[config.mk]
export PLATFORM = sky130hd
export DESIGN_NAME = seq_mult16
export DESIGN_NICKNAME = d
export VERILOG_FILES = /design/src/rtl/mult_pkg.sv /design/src/rtl/seq_mult16_csa.sv /design/src/rtl/seq_mult16.sv
export SDC_FILE = /design/constraint.sdc
export NUM_CORES = 1
export LEC_CHECK = 0
export CORE_UTILIZATION = 40
export DETAILED_ROUTE_END_ITERATION = 10
export HOLD_SLACK_MARGIN = 0.02
export PLACE_DENSITY = 0.73
export RECOVER_POWER = 25
export SETUP_SLACK_MARGIN = 0.3
export SYNTH_ARGS = -nofsm -noshare
export SYNTH_HDL_FRONTEND = slang
export SYNTH_SLANG_ARGS = --single-unit
[constraint.sdc]
create_clock -name clk -period 6.73 [get_ports clk]
set_input_delay 0.673 -clock clk [delete_from_list [all_inputs] [get_ports clk]]
set_output_delay 0.673 -clock clk [all_outputs]
set_load 0.005 [all_outputs]
[src/rtl/mult_pkg.sv]
// ---------------------------------------------------------------------------
// mult_pkg
// Shared constants and types for the seq_mult16 sequential multiplier.
//   MULT_W : operand width (16)
//   CNT_W  : step counter width (5, enough to hold 0..16)
//   state_t: controller states IDLE / RUN / DONE
// ---------------------------------------------------------------------------
package mult_pkg;

  localparam int MULT_W = 16;
  localparam int CNT_W  = 5;

  typedef enum logic [1:0] {
    IDLE = 2'd0,
    RUN  = 2'd1,
    DONE = 2'd2
  } state_t;

endpackage : mult_pkg

[src/rtl/seq_mult16_csa.sv]
// ---------------------------------------------------------------------------
// seq_mult16_csa
// 16-bit carry-select adder built from four 4-bit blocks. Each block
// precomputes its sum for carry-in 0 and 1. The real block carry then
// selects one of the two results.
// Ports:
//   a_i, b_i : 16-bit addends
//   cin_i    : carry in
//   sum_o    : 16-bit sum
//   cout_o   : carry out of bit 15
// ---------------------------------------------------------------------------
module seq_mult16_csa
  import mult_pkg::*;
(
  input  logic [MULT_W-1:0] a_i,
  input  logic [MULT_W-1:0] b_i,
  input  logic              cin_i,
  output logic [MULT_W-1:0] sum_o,
  output logic              cout_o
);

  logic [4:0] carry;

  assign carry[0] = cin_i;

  for (genvar g = 0; g < 4; g++) begin : g_blk
    logic [4:0] r0;
    logic [4:0] r1;

    // r0 is the block sum with carry-in 0. r1 is the block sum with
    // carry-in 1. The maximum value is 15+15+1 = 31, which fits in 5 bits.
    assign r0 = {1'b0, a_i[4*g +: 4]} + {1'b0, b_i[4*g +: 4]};
    assign r1 = r0 + 5'd1;

    assign sum_o[4*g +: 4] = carry[g] ? r1[3:0] : r0[3:0];
    assign carry[g+1]      = carry[g] ? r1[4]   : r0[4];
  end

  assign cout_o = carry[4];

endmodule : seq_mult16_csa

[src/rtl/seq_mult16.sv]
// ---------------------------------------------------------------------------
// seq_mult16
// Unsigned 16x16 -> 32 shift-and-add multiplier. It performs one partial
// product step per clock.
//
// Optional feature (macro SEQ_MULT_EARLY_EXIT_EN):
//   When the macro is defined, RUN ends as soon as the remaining multiplier
//   bits are all zero. The outstanding right shifts are applied in that
//   same cycle. The product is identical in both builds.
//
// Ports:
//   clk     : rising-edge clock
//   rst_n   : asynchronous active-low reset
//   start   : request pulse, honoured only in IDLE or DONE
//   a       : multiplicand, captured when start is accepted
//   b       : multiplier, captured when start is accepted
//   busy    : high while in RUN
//   done    : one-cycle pulse in DONE
//   product : result; valid from DONE, held until the next accepted start
//   state_o : current controller state (debug visibility)
//
// Handshake: start is a request, and the DUT has no ready signal. A start
// seen in IDLE or DONE is taken on that clock edge. A start seen in RUN is
// dropped. done marks the single cycle in which the new product is first
// presented.
// ---------------------------------------------------------------------------
module seq_mult16
  import mult_pkg::*;
(
  input  logic                clk,
  input  logic                rst_n,
  input  logic                start,
  input  logic [MULT_W-1:0]   a,
  input  logic [MULT_W-1:0]   b,
  output logic                busy,
  output logic                done,
  output logic [2*MULT_W-1:0] product,
  output logic [1:0]          state_o
);

  state_t                state_q, state_d;
  logic [MULT_W-1:0]     m_q, m_d;
  logic [2*MULT_W-1:0]   p_q, p_d;
  logic [2*MULT_W-1:0]   prod_q, prod_d;
  logic [CNT_W-1:0]      cnt_q, cnt_d;

  logic [MULT_W-1:0]     add_sum;
  logic                  add_cout;
  logic [2*MULT_W-1:0]   p_step;
  logic [2*MULT_W-1:0]   p_run;
  logic                  last_step;

  // The upper half of P accumulates the partial product, and the
  // multiplicand is added to it.
  seq_mult16_csa u_csa (
    .a_i    (p_q[2*MULT_W-1:MULT_W]),
    .b_i    (m_q),
    .cin_i  (1'b0),
    .sum_o  (add_sum),
    .cout_o (add_cout)
  );

  // One shift-and-add step. The adder carry becomes the new MSB, so no
  // bit of the sum is lost.
  always_comb begin
    p_step = {1'b0, p_q[2*MULT_W-1:MULT_W], p_q[MULT_W-1:1]};
    if (p_q[0]) begin
      p_step = {add_cout, add_sum, p_q[MULT_W-1:1]};
    end
  end

`ifdef SEQ_MULT_EARLY_EXIT_EN
  // After the step taken at count cnt_q, the unconsumed multiplier bits are
  // the low (15 - cnt_q) bits of p_step. If they are all zero, the only work
  // left is (15 - cnt_q) right shifts, so apply them all in this cycle.
  // At cnt_q == 15 the mask is empty and the shift amount is zero, which
  // covers the normal final step.
  logic [MULT_W-1:0] rem_mask;
  logic              rem_zero;

  always_comb begin
    rem_mask  = 16'h7FFF >> cnt_q;
    rem_zero  = ((p_step[MULT_W-1:0] & rem_mask) == '0);
    last_step = rem_zero;
    p_run     = p_step;
    if (rem_zero) begin
      p_run = p_step >> (5'd15 - cnt_q);
    end
  end
`else
  always_comb begin
    p_run     = p_step;
    last_step = (cnt_q == 5'd15);
  end
`endif

  // Next-state and datapath control.
  always_comb begin
    state_d = state_q;
    m_d     = m_q;
    p_d     = p_q;
    prod_d  = prod_q;
    cnt_d   = cnt_q;

    unique case (state_q)
      IDLE, DONE: begin
        if (state_q == DONE) begin
          state_d = IDLE;
        end
        if (start) begin
          m_d     = a;
          p_d     = {16'h0000, b};
          cnt_d   = '0;
          state_d = RUN;
        end
      end
      RUN: begin
        p_d    = p_run;
        prod_d = p_run;
        cnt_d  = cnt_q + 5'd1;
        if (last_step) begin
          state_d = DONE;
        end
      end
      default: begin
        state_d = IDLE;
      end
    endcase
  end

  always_ff @(posedge clk or negedge rst_n) begin
    if (!rst_n) begin
      state_q <= IDLE;
      m_q     <= '0;
      p_q     <= '0;
      prod_q  <= '0;
      cnt_q   <= '0;
    end else begin
      state_q <= state_d;
      m_q     <= m_d;
      p_q     <= p_d;
      prod_q  <= prod_d;
      cnt_q   <= cnt_d;
    end
  end

  assign busy    = (state_q == RUN);
  assign done    = (state_q == DONE);
  assign product = prod_q;
  assign state_o = state_q;

endmodule : seq_mult16

* Word-level counts from Yosys, hierarchy flattened *
Index checks and enable logic that the tools add are counted.

operators by class
  mux-type cells = 15
  eq/ne operators = 6
  add/subtract/negate cells = 8
  reduce and logical (&&, ||, !) cells = 6

operators with widths
  kind                 count
  $mux 32              2
  $pmux 32 s2          1
  $add 4x4->5          4
  $add 5x1->5 const B  4
  $mux 4               3
  $pmux 5 s2           1
  $mux 2               3
  $reduce_and 2->1     3
  $eq 5x4->1 const B   1
  $mux 5               1
  $pmux 2 s2           1
  $mux 1               3
  $ne 3x3->1 const B   1
  $eq 2x1->1 const B   1
  $eq 2x2->1 const B   1
  $logic_not 2->1      1
  $ne 2x1->1 const B   1
  $ne 2x2->1 const B   1
  $reduce_bool 2->1    1
  $reduce_or 2->1      1

storage, ports and cells
  word-level logic and storage cells = 40
  output and inout port bits = 36
  register bits after elaboration = 87
  input bits = 35

* Logic depth before layout (Yosys ltp) *
  depth in word-level cells = 7
  gate-level depth with buffers = 10
  gate-level depth less buffers = 10

* By module *
Synthesis repeated with hierarchy kept, for this count alone.

second synthesis, totals
  cell total of the unflattened synthesis = 444
  area, all modules = 4,574.4 um^2

modules (own cells, without submodules)
  module          area each (um^2)  cells an instance  times used  seq. area each (um^2)
  seq_mult16      3,512.1           323                1           2,177.1
  seq_mult16_csa  1,062.3           121                1           0.0

* Worst setup path after synthesis *
OpenSTA, ideal clock, no wires.

  kind = register to register
  from = register m_q[4]
  to = register p_q[29]
  path buffers = 0
  data arrival time = 2.677 ns
  data required time = 6.605 ns
  clock period less this slack = 2.802 ns
  stages on the path, launching flop included = 10
  setup time = 0.125 ns
  slack = 3.928 ns
  path through = dfrtp_1 > ha_1 > fa_1 > ha_1 > nand2_1 > a2111oi_4 > mux2i_2 > mux2i_1 > mux2i_1 > nand2_1

between the ends
  cells in the longest elaborated chain, start to end = 7

ends and longest elaborated chain
  what                      line                  RTL
  start: declaration        seq_mult16.sv:42      logic [MULT_W-1:0] m_q, m_d;
  start signal: assignment  seq_mult16.sv:140     m_q <= m_d;
  $add 4x4->5 *             seq_mult16_csa.sv:32  assign r0 = {1'b0, a_i[4*g +: 4]} + {1'b0, b_i[4*g +: 4]};
  $add 5x1->5               seq_mult16_csa.sv:33  assign r1 = r0 + 5'd1;
  $mux 1 * (2 in series)    seq_mult16_csa.sv:36  assign carry[g+1] = carry[g] ? r1[4] : r0[4];
  $mux 4 *                  seq_mult16_csa.sv:35  assign sum_o[4*g +: 4] = carry[g] ? r1[3:0] : r0[3:0];
  $mux 32 *                 seq_mult16.sv:67      if (p_q[0]) begin
  $pmux 32 s2 *             seq_mult16.sv:105     unique case (state_q)
  end signal: assignment    seq_mult16.sv:141     p_q <= p_d;
  end: declaration          seq_mult16.sv:43      logic [2*MULT_W-1:0] p_q, p_d;

Every way passes the cells marked *; elsewhere a longest branch is shown, timed or not.
A chain may end at the register's enable or synchronous reset.

* Worst setup path in the final report *
  from = register p_q[20]
  to = register prod_q[31], in the netlist product[31]

between the ends
  cells in the longest elaborated chain, start to end = 6

ends and longest elaborated chain
  what                    line                  RTL
  $add 4x4->5 *           seq_mult16_csa.sv:32
  $add 5x1->5             seq_mult16_csa.sv:33
  $mux 1 * (3 in series)  seq_mult16_csa.sv:36
  $mux 32 *               seq_mult16.sv:67
  end signal: assignment  seq_mult16.sv:142     prod_q <= prod_d;
  end: declaration        seq_mult16.sv:44      logic [2*MULT_W-1:0] prod_q, prod_d;

Marks and branches as above.

==> metrics list <==
- Congestion Overflow GR: 0
* MaxCap Viol Count: 0
- Sequential cell area fraction in the yosys report: 0.493
- Leakage power summed over all cells: 0.00268 uW
- The worst register-to-register path begins at p_q[20].
- The endpoint identified for the worst register-to-register timing path is product[31].
- Power comes to 2800 uW.
- In the final routed layout, each cell accounts on average for 14.6 um.
* Post-synthesis sequential element count: 87
* Cell depth of the worst min-delay path: 1
- The clock period could shrink to 3.13 ns.
* First-pass GRT wire length: 16000 um
* Layout fillers: 945
- During placement, the flow inserted port buffers numbering 70.
- Setup slack, reg-to-reg: 3.60 ns
- Required time reported for the critical path endpoint: 6.97 ns
- Largest net degree at the start of global routing: 88
- # DRC: 0
- The startpoint identified for the worst hold timing path is product[22].
- The worst setup path is of the register to register kind.
* Critical Path Source Type: register
- On the final layout, the worst clock skew is 0.0144 ns.
* Number of endpoints with negative hold slack in the final report: 0
- Across every metal layer, demand over resource in global routing totals 0.178.
- Gates resized during post-CTS repair numbered 0.
- Highest achievable clock rate: 0.319 GHz
* RSZ-0062 raised after global routing: no
* Arrival time at the worst endpoint: 3.37 ns
- Placer Congestion: 0.861
- Number of H-tree branching levels: 3
* Largest driver fanout on the critical path: 4
- The later pin in the worst-skew pair is clocked with a latency of 0.37 ns.
- For this run, the number of Yosys warnings is 0.
- Maximum clock path buffer count: 2
- Total power per unit cell area: 518 nW/um^2
* Top library cells by usage in the layout, fill and taps aside: 125 x nand2_1, 87 x dfrtp_1, 69 x clkdlybuf4s50_1
- After clock tree synthesis, the setup repair step added 0 buffers.
- Summed over all instances, the cell type with the most area after synthesis is dfrtp_1.
- Counting cells, the worst reg-to-reg path comes to 9.
- For the pin with the worst max-slew slack, the measured transition is 1.13 ns.
- The signal on the critical path passes through ha_1 -> fa_1 -> xor2_2 -> nand2_1 -> a2111oi_4 -> mux2i_2 -> mux2i_1 -> mux2i_1 -> nand2_1.
- Excluding fillers, the count of instances in the completed layout stands at 653.
- The floorplan has 37 rows.
- Post-synthesis to final-layout area growth: 22.7%
- In this run the worst hold path is classified as register to register.
* Async SR Flop Fraction: 1.00
- End of the worst hold path: product[22]
- Half-perimeter wire length of the detailed placement result: 6380 um
* DRT iter0 DRCs: 170
- After technology mapping, the gate count stands at 447.
* Number of diodes added for antenna fixing: 0
* Average cell area after synthesis: 9.87 um^2
- For this run, the post-layout net count is 572.
- Buffers inserted to repair hold after CTS numbered 0.
- Headroom to the max-slew limit: 0.246
- Counting flops with a built-in enable in the synthesized netlist gives 0.
- CP peak stage delay: 0.50 ns
* Vias in the first global route: 3447
* Endpoint kind of the worst setup timing path: register
* Antenna violations before repair: 0
- Cell Count Post-Placement: 637
* Reg clk slew, reported paths: 0.09 ns
- Via count normalized by instance count: 5.08
* Clk sinks: 87
- Outcome: completed
- Synthesis produced a netlist with a net count of 507.
- Number of buffers added by the clock tree synthesis step: 9
- The core region is 10500 um^2.
* Slew Limit Fails: 0
* Worst-case vdd ir drop: 0.245 mV
* Remaining antenna violation count: 0
- Sequential cell area: 2180 um^2
- Final routed wirelength across all metal layers: 9530 um
- Chip Width: 107 um
* Die footprint: 11500 um^2
* Number of I/O pins: 71
- Of the post-synthesis cell area, the dominant cell type holds 0.493.
- The library cell used most frequently in the layout, excluding fill and tap cells, is nand2_1.
* Area of the multi-input gates: 2080 um^2
* Number of detailed-route iterations in the first pass: 4
* Unique cell type count in the Yosys netlist: 45
* Clk root buf: clkbuf_8
- Among all stages on the critical path, the largest delay is contributed by mux2i_2.
* Leading cell types by total area after synthesis: dfrtp_1 49%, nand2_1 11%, mux2i_1 6.1%
- Post-route fraction of the period consumed by the critical path: 0.465
- Top flip-flop cell by instance count after synthesis: dfrtp_1
- In the final timing run, aggregate negative setup slack is 0 ns.
* Total number of vias: 3318
- Setup violations remaining at the end of the flow were counted as 0.
- Overall die height: 107 um
- Tracing the worst setup path back leads to its startpoint at p_q[20].
- Starting utilization of the core area: 0.420
* CTS tree: built
* Share of cells above drive strength 1: 0.0677
* Post-synthesis instance area: 4410 um^2
worst max-delay path by stage:
stage	cells past startpoint	to	slack [ns]
after CTS	9	product[31]	3.62
final	9	product[31]	3.60
after global placement	9	product[30]	3.77
after floorplan	9	p_q[29]	3.93
after global routing	9	product[31]	3.44
after detailed placement	9	product[31]	3.63
state kept, by name (all words and copies together), names as in the netlist:
signal   flops
state_o      2
p_q         32
cnt_q        5
m_q         16
product     32
logic make-up after synthesis:
| family | after synthesis | synth area share |
|---|---|---|
| AND/OR/NAND/NOR | 180 | 0.179 |
| flip-flops | 87 | 0.493 |
| AO/OA/AOI/OAI | 79 | 0.116 |
| buffers and inverters | 33 | 0.0346 |
| multiplexers | 29 | 0.0678 |
| adder cells (fa/ha/maj) | 25 | 0.0777 |
| XOR/XNOR | 14 | 0.0312 |
synth_stat cells (2+ instances only):
cell      instances
buf_2             2
nor2_1           16
a211oi_1          3
fa_1              4
dfrtp_1          87
xnor2_1           8
a21o_2            2
nor4bb_1          2
clkbuf_1         11
xor2_1            4
o211ai_1          5
nand3b_1          4
nor3_1            2
a21o_1           20
nand4_1           6
buf_1             4
nand3_1           5
and4_2            2
nor2b_1           5
and3_1            4
inv_1            12
buf_6             3
ha_1             21
mux2i_1          27
a21oi_1          15
and2_1            2
nand2_1         125
nand2b_1          2
o21ai_0          28
per-stage QoR:
stage	hold WS (ns)	instance area (um^2)	util	setup WS [ns]
after CTS	0.488	5410	0.515	3.62
after detailed placement	0.467	5210	0.496	3.63
after global routing	0.502	5410	0.515	3.44
final	0.484	5410	0.515	3.60
after floorplan	0.377	4410	-	3.93
after global placement	0.461	5210	0.496	3.77
critical path: cells and delay by family (launching register included):
family                   cells  cell delay (ns)
XOR/XNOR                     1             0.25
flip-flops                   1             0.41
AND/OR/NAND/NOR              2             0.21
adder cells (fa/ha/maj)      2             0.67
AO/OA/AOI/OAI                1             0.42
multiplexers                 3             1.06
layer usage:
| metal | GRT usage | vias to the layer above | part of all wire |
|---|---|---|---|
| met5 | 0 | - | 0 |
| met3 | 0.0377 | 16 | 0.029 |
| li1 | - | 1641 | - |
| met2 | 0.304 | 45 | 0.49 |
| met4 | 0.0616 | 0 | 0.018 |
| met1 | 0.224 | 1616 | 0.46 |
power by group:
part	leakage (uW)	internal [uW]	switching (uW)
clock network	0.0000985	147	215
registers	0.00109	773	188
logic	0.00149	713	766
area by class of cell:
| cell class | instances | area share |
|---|---|---|
| Clock buffer | 9 | 0.0229 |
| Timing Repair Buffer | 75 | 0.136 |
| Multi-Input combinational cell | 327 | 0.385 |
| Tap cell | 136 | 0.0314 |
| Sequential cell | 87 | 0.402 |
| Inverter | 12 | 0.00832 |
| Clock inverter | 7 | 0.0139 |
Note: power is estimated with default switching activity, not from simulation.
